--- config.mk ---
export PLATFORM = sky130hd
export DESIGN_NAME = fpu_arbiter
export DESIGN_NICKNAME = d
export VERILOG_FILES = /design/src/rtl/fpu_pkg.sv /design/src/rtl/rr_arbiter.sv /design/src/rtl/fpu_arbiter.sv
export SDC_FILE = /design/constraint.sdc
export NUM_CORES = 1
export LEC_CHECK = 0
export ABC_AREA = 1
export CORE_AREA = 3 3 125 127
export DETAILED_ROUTE_END_ITERATION = 8
export DIE_AREA = 0 0 128 130
export GPL_TIMING_DRIVEN = 0
export PLACE_DENSITY = 0.76
export SLEW_MARGIN = 20
export SYNTH_ARGS = -nofsm -noshare
export SYNTH_HDL_FRONTEND = slang
export SYNTH_SLANG_ARGS = --single-unit
--- constraint.sdc ---
create_clock -name clock -period 1.2 [get_ports clock]
set_input_delay 0.12 -clock clock [delete_from_list [all_inputs] [get_ports clock]]
set_output_delay 0.12 -clock clock [all_outputs]
set_load 0.05 [all_outputs]
--- src/rtl/fpu_pkg.sv ---
// Shared constants and types for the FPU arbiter slice: number format,
// status bit positions and the sequencer state encoding.
package fpu_pkg;

    localparam int unsigned FP_W     = 32;
    localparam int unsigned EXP_W    = 6;
    localparam int unsigned MANT_W   = 25;
    localparam int unsigned EXP_BIAS = 31;
    localparam int unsigned STATUS_W = 4;

    localparam int unsigned ST_ZERO     = 0;
    localparam int unsigned ST_SIGN     = 1;
    localparam int unsigned ST_OVERFLOW = 2;
    localparam int unsigned ST_INVALID  = 3;

    typedef struct packed {
        logic              sign;
        logic [EXP_W-1:0]  exp;
        logic [MANT_W-1:0] mant;
    } fp_word_t;

    typedef enum logic [1:0] {
        IDLE,
        LOAD,
        RUN,
        RESP
    } arb_state_e;

endpackage

--- src/rtl/rr_arbiter.sv ---
// Combinational round-robin picker: one-hot grant to the first active request
// found after last_grant_i, wrapping around.
module rr_arbiter #(
    parameter int unsigned N_REQ = 2
) (
    input  logic [$clog2(N_REQ)-1:0] last_grant_i,
    input  logic [N_REQ-1:0]         req_i,
    output logic [N_REQ-1:0]         grant_o
);

    localparam int unsigned IDX_W = $clog2(N_REQ);

    logic             found;
    logic [IDX_W-1:0] idx;

    always_comb begin
        grant_o = '0;
        found   = 1'b0;
        idx     = '0;
        for (int unsigned k = 1; k <= N_REQ; k++) begin
            idx = IDX_W'((32'(last_grant_i) + k) % N_REQ);
            if (!found && req_i[idx]) begin
                grant_o[idx] = 1'b1;
                found        = 1'b1;
            end
        end
    end

endmodule

--- src/rtl/fpu_arbiter.sv ---
// Sequences one shared multi-cycle FPU adder between N_REQ requesters:
// round-robin accept, FPU reset pulse, fixed-latency wait, held response.
module fpu_arbiter
    import fpu_pkg::*;
#(
    parameter int unsigned N_REQ       = 2,
    parameter int unsigned FPU_LATENCY = 8
) (
    input  logic                  clock,
    input  logic                  reset,
    input  logic [N_REQ-1:0]      req_valid,
    output logic [N_REQ-1:0]      req_ready,
    input  logic [N_REQ*FP_W-1:0] req_op_a,
    input  logic [N_REQ*FP_W-1:0] req_op_b,
    output logic [N_REQ-1:0]      rsp_valid,
    input  logic [N_REQ-1:0]      rsp_ready,
    output logic [FP_W-1:0]       rsp_data,
    output logic [STATUS_W-1:0]   rsp_status,
    output logic                  busy,
    output logic                  fpu_reset_n,
    output logic [FP_W-1:0]       fpu_op_a,
    output logic [FP_W-1:0]       fpu_op_b,
    input  logic [FP_W-1:0]       fpu_data_in,
    input  logic [STATUS_W-1:0]   fpu_status_in
);

    localparam int unsigned IDX_W = $clog2(N_REQ);
    localparam int unsigned CNT_W = (FPU_LATENCY > 1) ? $clog2(FPU_LATENCY) : 1;

    arb_state_e         state_q, state_d;
    logic [IDX_W-1:0]   last_grant_q, last_grant_d;
    logic [IDX_W-1:0]   grant_q, grant_d;
    logic [CNT_W-1:0]   cnt_q, cnt_d;
    logic               fpu_rst_n_q, fpu_rst_n_d;
    logic [FP_W-1:0]    op_a_q, op_a_d;
    logic [FP_W-1:0]    op_b_q, op_b_d;
    logic [FP_W-1:0]    data_q, data_d;
    logic [STATUS_W-1:0] status_q, status_d;

    logic [N_REQ-1:0]   rr_grant;
    logic [IDX_W-1:0]   grant_idx;
    logic [FP_W-1:0]    sel_a, sel_b;
    logic               handshake;

    rr_arbiter #(
        .N_REQ (N_REQ)
    ) u_rr (
        .last_grant_i (last_grant_q),
        .req_i        (req_valid),
        .grant_o      (rr_grant)
    );

    always_comb begin
        grant_idx = '0;
        sel_a     = '0;
        sel_b     = '0;
        for (int unsigned i = 0; i < N_REQ; i++) begin
            if (rr_grant[i]) begin
                grant_idx = IDX_W'(i);
                sel_a     = req_op_a[i*FP_W +: FP_W];
                sel_b     = req_op_b[i*FP_W +: FP_W];
            end
        end
    end

    // fpu_rst_n_q is low for the first cycle after reset release, which also
    // keeps req_ready quiet until the FPU reset pin has been driven high.
    always_comb begin
        req_ready = '0;
        if (state_q == IDLE && fpu_rst_n_q) begin
            req_ready = rr_grant;
        end
        rsp_valid = '0;
        if (state_q == RESP) begin
            rsp_valid[grant_q] = 1'b1;
        end
        busy      = (state_q != IDLE);
        handshake = |(req_valid & req_ready);
    end

    always_comb begin
        state_d      = state_q;
        last_grant_d = last_grant_q;
        grant_d      = grant_q;
        cnt_d        = cnt_q;
        op_a_d       = op_a_q;
        op_b_d       = op_b_q;
        data_d       = data_q;
        status_d     = status_q;
        unique case (state_q)
            IDLE: begin
                if (handshake) begin
                    op_a_d  = sel_a;
                    op_b_d  = sel_b;
                    grant_d = grant_idx;
                    state_d = LOAD;
                end
            end
            LOAD: begin
                cnt_d   = CNT_W'(FPU_LATENCY - 1);
                state_d = RUN;
            end
            RUN: begin
                if (cnt_q == '0) begin
                    data_d   = fpu_data_in;
                    status_d = fpu_status_in;
                    state_d  = RESP;
                end else begin
                    cnt_d = cnt_q - CNT_W'(1);
                end
            end
            RESP: begin
                if (rsp_ready[grant_q]) begin
                    last_grant_d = grant_q;
                    state_d      = IDLE;
                end
            end
            default: state_d = IDLE;
        endcase
        // Derived from the next state so the FPU reset pin comes straight off a flop.
        fpu_rst_n_d = (state_d != LOAD);
    end

    always_ff @(posedge clock or negedge reset) begin
        if (!reset) begin
            state_q      <= IDLE;
            last_grant_q <= IDX_W'(N_REQ - 1);
            grant_q      <= '0;
            cnt_q        <= '0;
            fpu_rst_n_q  <= 1'b0;
            op_a_q       <= '0;
            op_b_q       <= '0;
            data_q       <= '0;
            status_q     <= '0;
        end else begin
            state_q      <= state_d;
            last_grant_q <= last_grant_d;
            grant_q      <= grant_d;
            cnt_q        <= cnt_d;
            fpu_rst_n_q  <= fpu_rst_n_d;
            op_a_q       <= op_a_d;
            op_b_q       <= op_b_d;
            data_q       <= data_d;
            status_q     <= status_d;
        end
    end

    assign fpu_reset_n = fpu_rst_n_q;
    assign fpu_op_a    = op_a_q;
    assign fpu_op_b    = op_b_q;
    assign rsp_data    = data_q;
    assign rsp_status  = status_q;

endmodule

==> metrics.yaml, run 1 <==
outcome: "finished with violations"
failed_checks: "setup timing"
dr.pass1.iters: 4
clkTransAtPathRegs_ns: 0.07
cts_tree: "built"
cts_buffer_depth: 2
clk_latency_ns: 0.35
placedCellCount: 1164
nNetsFinal: 1207
crit_path_max_incr_delay_ns: 0.56
end_kind: "primary output"
grt_max_degree: 73
n_antenna_cell: 0
die_area_sq_um: 16600
first_global_vias: 5561
io_buffers: 275
min_period_ns: 1.70
worst_path_most_repeated_cell: "nand2_4"
std_cell_rows: 44
grt_usage_pct: 22.4
final_cells: 1224
p_leak_nw: 4.92
synth-seq-cells: 108
grt_overflow: 0
netlist_instances: 704
mappedNetlistNets: 876
ir_drop_mv: 1.95
drive_gt1_share_pct: 32.6
rsz0062_at_grt: "true"
numClockSinks: 108
wire_per_inst_um: 15.8
ctsHtreeMaxLevel: 3
fmax_ghz: 0.587
hold_viol_final: 0
fin_crit_sh_pct: 142
area_delta_synth_final_pct: 81.0
hpwlAfterDp_um: 13200
fin_util_pct: 65.2
die_w_um: 128
final_cell_mix: "nand2_1 (359), clkdlybuf4s50_1 (168), buf_2 (106)"
via_per_inst: 4.75
start_kind: "flop"
drcViolationCount: 0
antenna_left: 0
antenna_found_initial: 0
netlist_area_sq_um: 5240
wirelength_um: 19300
worstMarginPinSlew_ns: 0.401
start_util_pct: 36.0
vias: 5815
path_class: "reg2out"
cp_max_fo: 3
crit_required_ns: 1.08
slew_viol_final: 0
drt_iter0_markers: 275
grt_pass1_wl_um: 29200
finalSetupViolCount: 110
yosys_warnings: 0
die_y_um: 130
ioPinCount: 276
seq_area_frac_synth_pct: 51.6
gp_congestion: 0.793
cts_root_buf: "clkbuf_16"
setup_slack_ns: -0.503
cap_violations: 0
p_per_area_nw_per_um2: 2750
arrival_ns: 1.58
fp.coreArea_sq_um: 14500
hold_class: "in2async"
cts_made_buffers: 9
cp_slowest_cell: "dfstp_2"
synth_cell_types: 16
maxSlewHeadroom_pct: 73.3
avgSynthCellArea_sq_um: 7.44
path_cells: "nand2_4 > nand2_4 > inv_4 > nand2_4 > buf_12 > buf_8 > clkinvlp_4 > buf_8"
finClkSkew_ns: 0.00678
mostFrequentLayoutCell: "nand2_1"
power_mw: 26.1
-- metrics by stage --
| stage | setup slack, ns | hold WS (ns) | setup TNS [ns] | cell area (sq um) |
|---|---|---|---|---|
| 6_report | -0.503 | 0.232 | -29.39 | 9480 |
| 4_1_cts | -0.523 | 0.240 | -26.78 | 9260 |
| 3_3_place_gp | -4.65 | 0.453 | -496.01 | 8410 |
| 2_1_floorplan | -0.190 | -0.176 | -6.59 | 5420 |
| 5_1_grt | -0.565 | 0.274 | -36.93 | 9480 |
| 3_5_place_dp | -1.03 | 0.0380 | -42.92 | 8440 |
-- state kept, by name (all words and copies together), names as in the netlist, 2 cells and up --
signal and count:
fpu_op_a 32, fpu_op_b 32, rsp_data 32, rsp_status 4
cnt_q 3, state_q 2
-- synthesized netlist by cell type --
library cell | n | share of area [%]
nand2_1 | 409 | 29
dfrtp_1 | 107 | 51
nand3_1 | 106 | 10
buf_2 | 23 | 2.2
buf_4 | 15 | 2.2
inv_1 | 14 | 1.0
o21ai_0 | 7 | 0.67
nor2_1 | 6 | 0.43
buf_6 | 4 | 0.86
clkbuf_1 | 3 | 0.21
nand2_2 | 3 | 0.36
ha_1 | 2 | 0.48
inv_2 | 2 | 0.14
a21oi_4 | 1 | 0.31
dfstp_2 | 1 | 0.50
nor2_2 | 1 | 0.12
-- layout make-up --
type	count	area (sq um)
well taps	184	230
clock buffers	12	267
clock inverters	4	70.1
plain buffers	45	524
fillers	1255	5050
multi-input cells	536	2730
inverters	16	82.6
flip-flops and latches	108	2710
repair buffers	319	2880
-- worst max-delay path: cells and delay by family (launching register included) --
kind | cells | cell delay (ns)
DFF | 1 | 0.56
buffers and inverters | 5 | 0.47
and+or+nand+nor | 3 | 0.20
-- final timing paths --
check | slack (ns) | start | endpoint | cells after the start
worst max register to register | -0.37 | state_q[0]$_DFF_PN0_ | fpu_op_a[9]$_DFFE_PN0P_ | 10
worst max-delay path | -0.50 | last_grant_q$_DFFE_PN1P_ | req_ready[1] | 8
min in group clock | 0.30 | rsp_ready[1] | last_grant_q$_DFFE_PN1P_ | 3
worst min register to register | 0.48 | rsp_data[12]$_DFFE_PN0P_ | rsp_data[12]$_DFFE_PN0P_ | 2
max in group asynchronous | 0.23 | reset | last_grant_q$_DFFE_PN1P_ | 3
worst min-delay path | 0.23 | reset | fpu_op_b[31]$_DFFE_PN0P_ | 2
-- routing by layer --
| metal | vias up | part of all wire, % | GRT usage, % |
|---|---|---|---|
| met5 | - | 0 | 0 |
| met4 | 0 | 1.5 | 6.55 |
| met3 | 18 | 8.5 | 6.06 |
| met2 | 209 | 51 | 40.1 |
| met1 | 2732 | 39 | 26.4 |
| li1 | 2856 | - | - |
-- what timing repair did --
item	CTS	global route
gates resized for setup	687	53
hold buffers	1	0
buffers inserted	25	4
gates cloned	14	1
pin swaps	37	13
hold endpoints to repair	36	0
endpoints found under the setup margin	212	112
-- logic make-up (layout without fill, tap and decap cells) --
group | after synthesis | in the layout | share of synthesized area, %
AOI/OAI and AO/OA | 8 | 8 | 0.979
adders and majority gates | 2 | 2 | 0.478
buffers and inverters | 61 | 396 | 6.57
DFF | 108 | 108 | 51.6
and+or+nand+nor | 525 | 526 | 40.3
-- report_power, final --
part           leakage (nW)  total, mW  internal [mW]  switching [mW]
logic                  3.41       16.4           5.61            10.8
registers              1.34       6.39           5.29            1.10
clock network         0.169       3.34           1.99            1.34
total                  4.92       26.1           12.9            13.2
Power figures use the tool's default switching activity.
==> run 2: changes to the inputs <==
--- a/config.mk
+++ b/config.mk
@@ -6,11 +6,12 @@
 export NUM_CORES = 1
 export LEC_CHECK = 0
 export ABC_AREA = 1
-export CORE_AREA = 3 3 125 127
+export CORE_AREA = 3 3 137 139
 export DETAILED_ROUTE_END_ITERATION = 8
-export DIE_AREA = 0 0 128 130
+export DIE_AREA = 0 0 140 142
 export GPL_TIMING_DRIVEN = 0
-export PLACE_DENSITY = 0.76
+export PLACE_DENSITY = 0.65
+export SKIP_LAST_GASP = 1
 export SLEW_MARGIN = 20
 export SYNTH_ARGS = -nofsm -noshare
 export SYNTH_HDL_FRONTEND = slang
==> run 2 against run 1 <==
Non-clock buffer count grew 17; the flow still finishes with violations (setup timing); clock power shrank 8.7%; wire length grew 1.3%; combinational power grew 4%; sequential cell count is the same; final area grew 1.8%; highest routed layer unchanged.
==> metrics.yaml, run 2 (synthesis gave the netlist of run 1 again) <==
outcome: "finished with violations"
failed_checks: "setup timing"
ff2ff_path_depth: 11
arrival_ns: 1.57
start_kind: "flop"
slew_viol_final: 0
clk_latency_ns: 0.34
end_kind: "primary output"
antenna_left: 0
cts_buffer_depth: 2
ctsHtreeMaxLevel: 3
die_w_um: 140
dr.pass1.iters: 4
wirelength_um: 19500
drt_iter0_markers: 155
dpl_worst_slack_ns: -1.04
hpwlAfterDp_um: 13300
worstMarginPinSlew_ns: 0.440
crit_required_ns: 1.08
gp_congestion: 0.785
clkTransAtPathRegs_ns: 0.07
area_delta_synth_final_pct: 84.2
seq_area_sq_um: 2710
drive_gt1_share_pct: 30.1
finClkSkew_ns: 0.00656
cts_made_buffers: 9
p_per_area_nw_per_um2: 2720
cap_violations: 0
drcViolationCount: 0
fmax_ghz: 0.591
ioPinCount: 276
numClockSinks: 108
final_cell_mix: "nand2_1 (370), clkdlybuf4s50_1 (168), buf_2 (107)"
vias: 5735
std_cell_rows: 49
grt_overflow: 0
finalSetupViolCount: 110
die_area_sq_um: 19900
antenna_found_initial: 0
maxSlewHeadroom_pct: 70.6
fp.coreArea_sq_um: 17800
rsz0062_at_grt: "true"
wire_per_inst_um: 15.2
p_leak_nw: 5.00
die_y_um: 142
min_period_ns: 1.69
grt_usage_pct: 17.8
cp_max_fo: 3
hold_class: "in2async"
cts_tree: "built"
grt_pass1_wl_um: 28400
hold_viol_final: 0
n_antenna_cell: 0
io_buffers: 275
mostFrequentLayoutCell: "nand2_1"
via_per_inst: 4.46
cts_root_buf: "clkbuf_16"
setup_slack_ns: -0.492
fillerInstances: 1693
fin_crit_sh_pct: 141
power_mw: 26.3
holdWs_ns: 0.262
nNetsFinal: 1224
first_global_vias: 5432
multi_input_area_sq_um: 2570
path_class: "reg2out"
grt_max_degree: 65
start_util_pct: 29.5
ir_drop_mv: 1.53
==> run 2: cell count changes in the layout (fill, tap and decap cells not counted), moves of 3 or more <==
cell and delta:
nand3_1 +25, nand3_2 -25, nand2_2 -10, buf_6 -11, nand2_1 +11, buf_16 -3
buf_12 +3, buf_4 +13, clkbuf_16 +13
==> run 2: layer usage <==
layer  vias up  global-route usage (%)  share of wire [%]
li1       2897                       -                  -
met1      2599                    22.1                 42
met2       212                    29.7                 48
met3        27                    5.68                8.4
met4         0                    5.76                2.1
met5         -                       0                  0
==> run 2: cell type report <==
type,instances,share of cell area [%]
timing repair buffer,338,33.0
tap,229,2.97
clock inverter,5,0.622
clock buffer,11,2.52
inverter,16,0.856
sequential,108,28.0
buffer,43,5.41
multi-input combinational,536,26.6
==> run 2: critical path, cell delays in order, from the launching register on <==
cell and delay (ns):
dfstp_2 0.56, nand2_4 0.06, nand2_4 0.08, inv_4 0.05
nand2_4 0.06, buf_8 0.10, buf_8 0.10, clkinvlp_4 0.08
buf_8 0.15
==> run 2: repair_timing <==
item	CTS	global route
setup endpoints to repair	212	111
pin swaps	4	60
hold buffers	1	0
buffers inserted	19	25
resized for setup	573	126
gates cloned	3	17
endpoints found under the hold margin	44	0
==> run 2: path summary, 6_finish.rpt <==
| kind | start | slack (ns) | to |
|---|---|---|---|
| max | last_grant_q$_DFFE_PN1P_ | -0.49 | req_ready[1] |
| min reg2reg | rsp_status[1]$_DFFE_PN0P_ | 0.47 | rsp_status[1]$_DFFE_PN0P_ |
| max reg2reg | last_grant_q$_DFFE_PN1P_ | -0.46 | fpu_op_b[31]$_DFFE_PN0P_ |
| min | reset | 0.26 | rsp_data[25]$_DFFE_PN0P_ |
| max in group asynchronous | reset | 0.25 | last_grant_q$_DFFE_PN1P_ |
| min in group clock | fpu_data_in[27] | 0.32 | rsp_data[27]$_DFFE_PN0P_ |
==> run 2: power by group <==
part           leakage, nW  internal (mW)  switching [mW]
logic                 3.51           6.22            10.8
clock network        0.146           1.69            1.37
registers             1.34           5.28           0.966
total                 5.00           13.2            13.1
==> run 2: metrics by stage <==
stage | util (%) | setup TNS [ns] | cell area [sq um] | std cells
floorplan | - | -6.59 | 5420 | 704
global placement | 47.6 | -507.31 | 8460 | 1208
detailed placement | 47.8 | -43.88 | 8490 | 1209
CTS | 48.6 | -28.49 | 8650 | 1247
global route | 54.3 | -43.54 | 9650 | 1286
finish | 54.3 | -34.69 | 9650 | 1286
==> run 3: changes to the inputs <==
--- a/config.mk
+++ b/config.mk
@@ -7,6 +7,7 @@
 export LEC_CHECK = 0
 export ABC_AREA = 1
 export CORE_AREA = 3 3 137 139
+export CTS_CLUSTER_DIAMETER = 100
 export DETAILED_ROUTE_END_ITERATION = 8
 export DIE_AREA = 0 0 140 142
 export GPL_TIMING_DRIVEN = 0
==> results of run 3 <==
Same layout as run 2: the final DEF is identical, and so are final timing and power.
